<file path="src/rtl/noc_flit_pkg.sv">
// Flit format shared by compute nodes, the injection buffer and the router.
// Latency: none (types and constants only).
// Backpressure: none (types and constants only).
package noc_flit_pkg;

  localparam int FLIT_W    = 71;
  localparam int PAYLOAD_W = 64;
  localparam int DEST_W    = 4;

  localparam int VALID_BIT = 70;
  localparam int HT_BIT    = 69;
  localparam int DEST_MSB  = 68;
  localparam int DEST_LSB  = 65;
  localparam int VC_BIT    = 64;

  localparam int NUM_VC    = 2;

  // Field order matches the bit positions above, MSB first.
  typedef struct packed {
    logic                 valid;
    logic                 ht;
    logic [DEST_W-1:0]    dest;
    logic                 vc;
    logic [PAYLOAD_W-1:0] payload;
  } flit_t;

endpackage

</file>
<file path="src/rtl/vc_credit_counter.sv">
// Per-VC credit counter tracking free slots in the router input buffer (0..CREDITS).
// Latency: inc/dec take effect on the next clock edge; has_credit is a direct decode of the count.
// Backpressure: has_credit low stalls the sender; a return at CREDITS is clamped and flagged sticky.
module vc_credit_counter #(
  parameter int CREDITS = 4
) (
  input  logic clk,
  input  logic rst_n,
  input  logic inc,
  input  logic dec,
  output logic has_credit,
  output logic overflow_err
);

  localparam int CW = $clog2(CREDITS + 1);

  logic [CW-1:0] cnt_q, cnt_d;
  logic          err_q, err_d;

  // Next count: simultaneous return and spend cancel; an extra return at the ceiling is an error.
  always_comb begin
    cnt_d = cnt_q;
    err_d = err_q;
    if (inc && !dec) begin
      if (cnt_q == CW'(CREDITS)) begin
        err_d = 1'b1;
      end else begin
        cnt_d = cnt_q + 1'b1;
      end
    end else if (dec && !inc) begin
      cnt_d = cnt_q - 1'b1;
    end
  end

  // Counter and sticky error registers; reset restores a full credit pool.
  always_ff @(posedge clk or negedge rst_n) begin
    if (!rst_n) begin
      cnt_q <= CW'(CREDITS);
      err_q <= 1'b0;
    end else begin
      cnt_q <= cnt_d;
      err_q <= err_d;
    end
  end

  assign has_credit   = (cnt_q != '0);
  assign overflow_err = err_q;

endmodule

</file>
<file path="src/rtl/ni_inject_buffer.sv">
// Injection buffer: captures node flits into a small FIFO and forwards them in order under per-VC credits.
// Latency: a flit sampled at edge k into an empty FIFO with credit drives out_valid after edge k+1.
// Backpressure: none toward the node (overflow flits are dropped and counted); router side is credit based.
module ni_inject_buffer #(
  parameter int DEPTH   = 4,
  parameter int CREDITS = 4,
  parameter int NUM_VC  = noc_flit_pkg::NUM_VC,
  parameter int CNT_W   = 8
) (
  input  logic                            clk,
  input  logic                            rst_n,
  input  logic [noc_flit_pkg::FLIT_W-1:0] in_flit,
  input  logic                            in_send,
  output logic                            in_ready,
  output logic [noc_flit_pkg::FLIT_W-1:0] out_flit,
  output logic                            out_valid,
  input  logic [NUM_VC-1:0]               credit_in,
  output logic [$clog2(DEPTH):0]          fifo_count,
  output logic [CNT_W-1:0]                drop_count,
  output logic                            credit_err
);

  import noc_flit_pkg::*;

  localparam int AW = $clog2(DEPTH);

  // Pointers carry one extra wrap bit so full and empty are distinguishable.
  logic [AW:0]       wr_ptr_q, wr_ptr_d;
  logic [AW:0]       rd_ptr_q, rd_ptr_d;
  flit_t             mem_q [DEPTH];
  flit_t             mem_d [DEPTH];
  flit_t             out_flit_q, out_flit_d;
  logic              out_valid_q, out_valid_d;
  logic [CNT_W-1:0]  drop_q, drop_d;

  logic [AW:0]       count;
  logic              full, empty, push_req, pop;
  flit_t             head;
  logic [NUM_VC-1:0] has_credit, credit_dec, ovf_err;

  assign count    = wr_ptr_q - rd_ptr_q;
  assign full     = (count == (AW+1)'(DEPTH));
  assign empty    = (count == '0);
  assign head     = mem_q[rd_ptr_q[AW-1:0]];
  assign push_req = in_send && in_flit[VALID_BIT] && in_flit[HT_BIT];
  // Strict in-order issue: a credit-starved head blocks everything behind it.
  assign pop      = !empty && has_credit[head.vc];

  // Route the spend to the head flit's VC counter only.
  always_comb begin
    credit_dec          = '0;
    credit_dec[head.vc] = pop;
  end

  for (genvar v = 0; v < NUM_VC; v++) begin : g_vc
    vc_credit_counter #(
      .CREDITS (CREDITS)
    ) u_credit (
      .clk          (clk),
      .rst_n        (rst_n),
      .inc          (credit_in[v]),
      .dec          (credit_dec[v]),
      .has_credit   (has_credit[v]),
      .overflow_err (ovf_err[v])
    );
  end

  // FIFO, output register and drop counter next state; a pop frees a slot for a same-cycle push at full.
  always_comb begin
    wr_ptr_d    = wr_ptr_q;
    rd_ptr_d    = rd_ptr_q;
    mem_d       = mem_q;
    drop_d      = drop_q;
    out_flit_d  = out_flit_q;
    out_valid_d = pop;
    if (pop) begin
      rd_ptr_d   = rd_ptr_q + 1'b1;
      out_flit_d = head;
    end
    if (push_req) begin
      if (!full || pop) begin
        mem_d[wr_ptr_q[AW-1:0]] = in_flit;
        wr_ptr_d                = wr_ptr_q + 1'b1;
      end else if (drop_q != '1) begin
        drop_d = drop_q + 1'b1;
      end
    end
  end

  // State registers; reset discards buffered flits without counting them as drops.
  always_ff @(posedge clk or negedge rst_n) begin
    if (!rst_n) begin
      wr_ptr_q    <= '0;
      rd_ptr_q    <= '0;
      mem_q       <= '{default: '0};
      out_flit_q  <= '0;
      out_valid_q <= 1'b0;
      drop_q      <= '0;
    end else begin
      wr_ptr_q    <= wr_ptr_d;
      rd_ptr_q    <= rd_ptr_d;
      mem_q       <= mem_d;
      out_flit_q  <= out_flit_d;
      out_valid_q <= out_valid_d;
      drop_q      <= drop_d;
    end
  end

  assign in_ready   = !full;
  assign out_flit   = out_flit_q;
  assign out_valid  = out_valid_q;
  assign fifo_count = count;
  assign drop_count = drop_q;
  assign credit_err = |ovf_err;

endmodule

</file>
<file path="config.mk">
export PLATFORM = sky130hd
export DESIGN_NAME = ni_inject_buffer
export DESIGN_NICKNAME = d
export VERILOG_FILES = /design/src/rtl/noc_flit_pkg.sv /design/src/rtl/vc_credit_counter.sv /design/src/rtl/ni_inject_buffer.sv
export SDC_FILE = /design/constraint.sdc
export NUM_CORES = 1
export LEC_CHECK = 0
export ABC_AREA = 1
export BUFFER_PORTS_ARGS = -buffer_cell sky130_fd_sc_hd__buf_2
export CAP_MARGIN = 20
export CORE_MARGIN = 3
export CORE_UTILIZATION = 53
export CTS_CLUSTER_SIZE = 30
export DETAILED_ROUTE_END_ITERATION = 8
export PLACE_DENSITY = 0.76
export SYNTH_ARGS = -nofsm -noshare
export SYNTH_HDL_FRONTEND = slang
export SYNTH_SLANG_ARGS = --single-unit
export TNS_END_PERCENT = 100
</file>
<file path="constraint.sdc">
create_clock -name clk -period 2.5 [get_ports clk]
set_clock_uncertainty 0.05 [all_clocks]
set_input_delay 0.125 -clock clk [delete_from_list [all_inputs] [get_ports clk]]
set_output_delay 0.125 -clock clk [all_outputs]
set_load 0.01 [all_outputs]
</file>
# ---- Yosys cells after proc, flatten, opt, wreduce, memory -nomap -nowiden
# Cells that the tools add are included.
dict set report classes {
  n_eq_ne 6
  n_lt_le_gt_ge 5
  shift 0
  div 0
  n_addsub 8
  mul 0
  n_bitwise 4
  n_reduce_logical 28
  n_mux 16
}
# op n
set op_table {}
lappend op_table {{$bwmux 284} 1}
lappend op_table {{$mux 71} 3}
lappend op_table {{$bmux 71 s2} 1}
lappend op_table {{$demux 71 s2} 1}
lappend op_table {{$mux 3} 6}
lappend op_table {{$add 3x1->3 const B} 4}
lappend op_table {{$reduce_and 2->1} 5}
lappend op_table {{$eq 3x3->1 const B} 3}
lappend op_table {{$logic_and 1x1->1} 9}
lappend op_table {{$add 8x1->8 const B} 1}
lappend op_table {{$ne 8x8->1 const B} 1}
lappend op_table {{$ge 3x3->1 const B} 2}
lappend op_table {{$logic_not 1->1} 6}
lappend op_table {{$not 2->3} 2}
lappend op_table {{$reduce_bool 3->1} 2}
lappend op_table {{$sub 3x1->3 const B} 2}
lappend op_table {{$ne 2x2->1 const B} 2}
lappend op_table {{$reduce_bool 2->1} 2}
lappend op_table {{$logic_not 3->1} 1}
lappend op_table {{$lt 3x1->1 const B} 1}
lappend op_table {{$mux 1} 3}
lappend op_table {{$reduce_and 3->1} 1}
lappend op_table {{$sub 3x3->3} 1}
lappend op_table {{$and 2x2->2} 1}
lappend op_table {{6 further kinds} 6}
dict set report word_totals {
  latch_bits 0
  out_inout_bits 85
  reg_bits 378
  romBits 0
  inputBits 76
  mem_count 0
  mem_bits_rw 0
}

# ---- Logic depth before layout (Yosys ltp)
dict set report logic_depth {
  ltp_word 13
  ltp_mapped 14
}

# ---- Modules after synthesis
# Synthesis repeated with hierarchy kept, for this count alone.
dict set report unflattened {
  cells_unflattened 2146
  area_unflattened_um2 17579.4
}
# module cells_per_inst instances area_each_um2
set modules_own_cells {}
lappend modules_own_cells {ni_inject_buffer 2080 1 17063.9}
lappend modules_own_cells {vc_credit_counter 33 2 257.7}

# ---- Worst setup path before layout
# OpenSTA, ideal clock, no wires.
dict set report synth_path {
  path_type {register to register}
  from {register wr_ptr_q[0]}
  to {register g_vc[0].u_credit.cnt_q[2]}
  required_time_ps 2374
  path_stages_with_launch 13
  path_slack_ps 151
  arrival_time_ps 2223
  synth_period_minus_slack_ps 2349
  path_cell_list {dfrtp_1 > inv_1 > ha_1 > fa_1 > nand2_1 > nand3b_1 > nand4_1 > nand2_1 > fa_1 > nand4_1 > nand2_1 > nand2_1 > nand2_1}
}
dict set report synth_between {
  elab_chain_len 9
}
# element line_no
set synth_rtl {}
lappend synth_rtl {{from (decl)} ni_inject_buffer.sv:28} ;# logic [AW:0] wr_ptr_q, wr_ptr_d;
lappend synth_rtl {{from (signal assigned)} ni_inject_buffer.sv:100} ;# wr_ptr_q <= wr_ptr_d;
lappend synth_rtl {{$sub 3x3->3 (*)} ni_inject_buffer.sv:41} ;# assign count = wr_ptr_q - rd_ptr_q;
lappend synth_rtl {{$logic_not 3->1 (*)} ni_inject_buffer.sv:43} ;# assign empty = (count == '0);
lappend synth_rtl {{$logic_not 1->1 (*)} ni_inject_buffer.sv:47} ;# assign pop = !empty && has_credit[head.vc];
lappend synth_rtl {{$logic_and 1x1->1 (*)} ni_inject_buffer.sv:47}
lappend synth_rtl {{$and 2x2->2 (no line) (*)} --}
lappend synth_rtl {{$logic_not 1->1} vc_credit_counter.sv:24} ;# if (inc && !dec) begin
lappend synth_rtl {{$logic_and 1x1->1} vc_credit_counter.sv:24}
lappend synth_rtl {{$ne 2x2->1 (no line) / $reduce_bool 2->1 (equally long branches)} --}
lappend synth_rtl {{$reduce_and 2->1 (no line)} --}
lappend synth_rtl {{to (signal assigned)} vc_credit_counter.sv:38} ;# cnt_q <= CW'(CREDITS);
lappend synth_rtl {{to (signal assigned)} vc_credit_counter.sv:41} ;# cnt_q <= cnt_d;
lappend synth_rtl {{to (decl)} vc_credit_counter.sv:17} ;# logic [CW-1:0] cnt_q, cnt_d;
# Mark *: on every way between the ends. The rest lies on a longest branch, timed or not.
# A chain may end at the register's enable or synchronous reset.

# ---- Final worst setup path
dict set report layout_path {
  from {register rd_ptr_q[0]}
  to {register mem_q[108] (netlist name)}
}
dict set report layout_between {
  elab_chain_len 9
}
# element line_no
set layout_rtl {}
lappend layout_rtl {{from (decl)} ni_inject_buffer.sv:29} ;# logic [AW:0] rd_ptr_q, rd_ptr_d;
lappend layout_rtl {{from (signal assigned)} ni_inject_buffer.sv:101} ;# rd_ptr_q <= rd_ptr_d;
lappend layout_rtl {{$not 2->3 (not written as such)} ni_inject_buffer.sv:44} ;# assign head = mem_q[rd_ptr_q[AW-1:0]];
lappend layout_rtl {{$bmux 71 s2} ni_inject_buffer.sv:44}
lappend layout_rtl {{$mux 71 (not written as such) (2 in series)} ni_inject_buffer.sv:44}
lappend layout_rtl {{$mux 1 (not written as such) (2 in series)} ni_inject_buffer.sv:47}
lappend layout_rtl {{$logic_and 1x1->1} ni_inject_buffer.sv:47}
lappend layout_rtl {{$logic_or 1x1->1 (*)} ni_inject_buffer.sv:81} ;# if (!full || pop) begin
lappend layout_rtl {{$reduce_and 2->1 (no line) (*)} --}
lappend layout_rtl {{to (signal assigned)} ni_inject_buffer.sv:102} ;# mem_q <= mem_d;
lappend layout_rtl {{to (decl)} ni_inject_buffer.sv:30} ;# flit_t mem_q [DEPTH];
# Mark *: on every way between the ends. The rest lies on a longest branch, timed or not. The select of a mux whose other input is x is not followed.

==> reports/qor.csv <==
metric,value,unit
required,2.88,ns
seq_area_frac_synth,58.1,%
power,29.6,mW
rsz0062_at_grt,yes,
use_met3,4.15,%
vdd_drop_max,0.846,mV
setup.worst_path.start,rd_ptr_q[0],
grt.total_usage,25.2,%
end_kind,register,
crit_top_cell,buf_12,
status,finished with violations,
rows,63,
holdPathStages,5,
grt_use_met2,42.6,%
die_x,181,um
yosysWarnings,0,
power.density,1430,nW/um2
core_area,30000,um2
cts_max_level,2,
routed_wl,46.8,mm
mostFrequentLayoutCell,nand2_1,
start_kind,register,
hold_end,drop_count[7],
die-area,32900,um2
ys_ff_latch,378,
vias_per_cell,5.74,
insertion_delay,0.53,ns
final_hold_viol_count,0,
syn-cell-area,16300,um2
port_buffers,160,
wl_per_cell,18.7,um
cts_tree,yes,
violations,negative setup slack,
power.leakage,10.3,nW
gr-max-usage-layer,met2,
holdCritStartpoint,in_flit[70],
hp-class,in2reg,
grt_overflow_total,0,
r2r_end,mem_q[108],
critPathSlowestCell,fa_1,
crit_type,reg2reg,
drv_cap,0,
cts_inserted_buffers,39,
dpl.hpwl,24.0,mm
cp.arrival,2.95,ns
setup_viol,71,
worstMarginPinSlew,0.779,ns
crit_buf_inv,4,
vias,14400,
cts-root-buf,clkbuf_16,
nets,2172,
drtAntennaViolNets,0,
worst_slack,-0.0722,ns
critPathMaxFanout,30,
syn2layout_area_growth,27.2,%
layout-drive-gt1-share,19.7,%
grt_start_max_net_pins,81,
most-common-layout-cells,"488 x nand2_1, 374 x dfrtp_1, 223 x o21ai_0",
reg2reg_from,rd_ptr_q[0],
crit_chain,"ha_4, fa_1, nand2_2, buf_6, a21oi_4, buf_12, nand2_8, nand3_4, buf_12, buf_16, nand2_1, o21ai_1",
syn_area_per_cell,8.81,um2
pin_count,161,
met1_usage,33.7,%
relSlewSlack,48.1,%
cts_buffer_depth,3,
r2r_slack,-0.07,ns
fmax,0.389,GHz
final_cell_count_no_fill,2506,
min_period,2.57,ns
antenna_found_initial,0,
initial_core_util,54.3,%
period_share,103,%
cpPeakStageDelay,0.52,ns
r2r_cells,12,
dr.pass1.iters,8,
drc,0,
drt_iter0_markers,1285,
cts.clk_slew.worst_paths,0.06,ns
dp.cells,2324,
grt_pass1_vias,13900,
globalplace.congestion,0.836,
diodes,0,
cts_sinks,378,
syn_inst,1847,
synthDistinctLibCells,34,
post-route-util,69.1,%
slew_viol_final,0,
crit_family,adder cells,
syn_nets,1933,
die_h,181,um
holdWs,0.0629,ns
grt_pass1_wl,69.1,mm
## registers in the layout (all words and copies together), names as in the netlist
register,count
drop_count,8
g_vc.u_credit.cnt_q,6
g_vc.u_credit.overflow_err,2
mem_q,284
out_flit,71
out_valid,1
rd_ptr_q,3
wr_ptr_q,3
## cell families after synthesis
group | after synthesis | share of synthesized area (%)
buffers and inverters | 231 | 6.92
AND/OR/NAND/NOR | 721 | 17.7
adder cells (fa/ha/maj) | 10 | 0.907
flip-flops | 378 | 58.1
XOR/XNOR | 10 | 0.538
AO/OA/AOI/OAI | 497 | 15.9
## layout make-up
| type | instances | area (um2) |
|---|---|---|
| Inverter | 110 | 425 |
| Sequential cell | 378 | 9470 |
| Fill cell | 2168 | 9250 |
| Clock inverter | 11 | 133 |
| Clock buffer | 60 | 1190 |
| Timing Repair Buffer | 319 | 2980 |
| Tap cell | 390 | 488 |
| Multi-Input combinational cell | 1238 | 6030 |
## synth_stat cells (all sizes together)
cell | n | area share [%]
nand2 | 542 | 13
o21ai | 421 | 13
dfrtp | 376 | 58
nor2 | 143 | 3.3
inv | 110 | 2.6
o22ai | 68 | 2.6
clkbuf | 61 | 1.4
buf | 60 | 2.9
nand3 | 21 | 1.0
xor2 | 8 | 0.43
ha | 7 | 0.54
a21oi | 6 | 0.21
nor3 | 6 | 0.25
nand3b | 4 | 0.18
nand4 | 4 | 0.15
fa | 3 | 0.37
dfstp | 2 | 0.32
o21a | 2 | 0.092
xnor2 | 2 | 0.11
nor4 | 1 | 0.038
## metrics by stage
stage	setup TNS [ns]	area (um2)	setup WS [ns]
CTS	-0.0284	19600	-0.0144
global placement	0	17500	0.0136
detailed placement	-0.358	17500	-0.0931
floorplan	0	16300	0.151
finish	-1.28	20700	-0.0722
global route	-14.80	20700	-0.138
## how the worst max path moves through the flow
stage,end,cells after the start
2_1_floorplan,g_vc[0].u_credit.cnt_q[2],12
3_3_place_gp,g_vc[1].u_credit.cnt_q[2],14
3_5_place_dp,g_vc[0].u_credit.cnt_q[2],13
4_1_cts,mem_q[36],11
5_1_grt,mem_q[108],12
6_report,mem_q[108],12
## metal layers
layer	share of wire (%)	vias up	wire length, um
met1	40	7028	18900
met5	0	-	0
met3	7.9	131	3680
li1	-	6517	-
met4	3.1	0	1470
met2	49	714	22700
## where the power goes
group | internal [mW] | switching, mW | total [mW]
Combinational | 5.07 | 8.01 | 13.1
Sequential | 8.95 | 1.59 | 10.5
Clock | 3.58 | 2.38 | 5.96
Total | 17.6 | 12.0 | 29.6
## tightest hold or removal path, delay by kind of cell
kind          cells  cell delay [ns]
simple gates      4             0.37
buf+inv           1             0.10
## repair_timing
action	in CTS	in global routing
resized for setup	5	137
pin swaps	3	10
cloned	0	26
setup endpoints to repair	131	313
endpoints found under the hold margin	345	0
buffers inserted	1	12
hold buffers	72	0
Power figures use the tool's default switching activity.
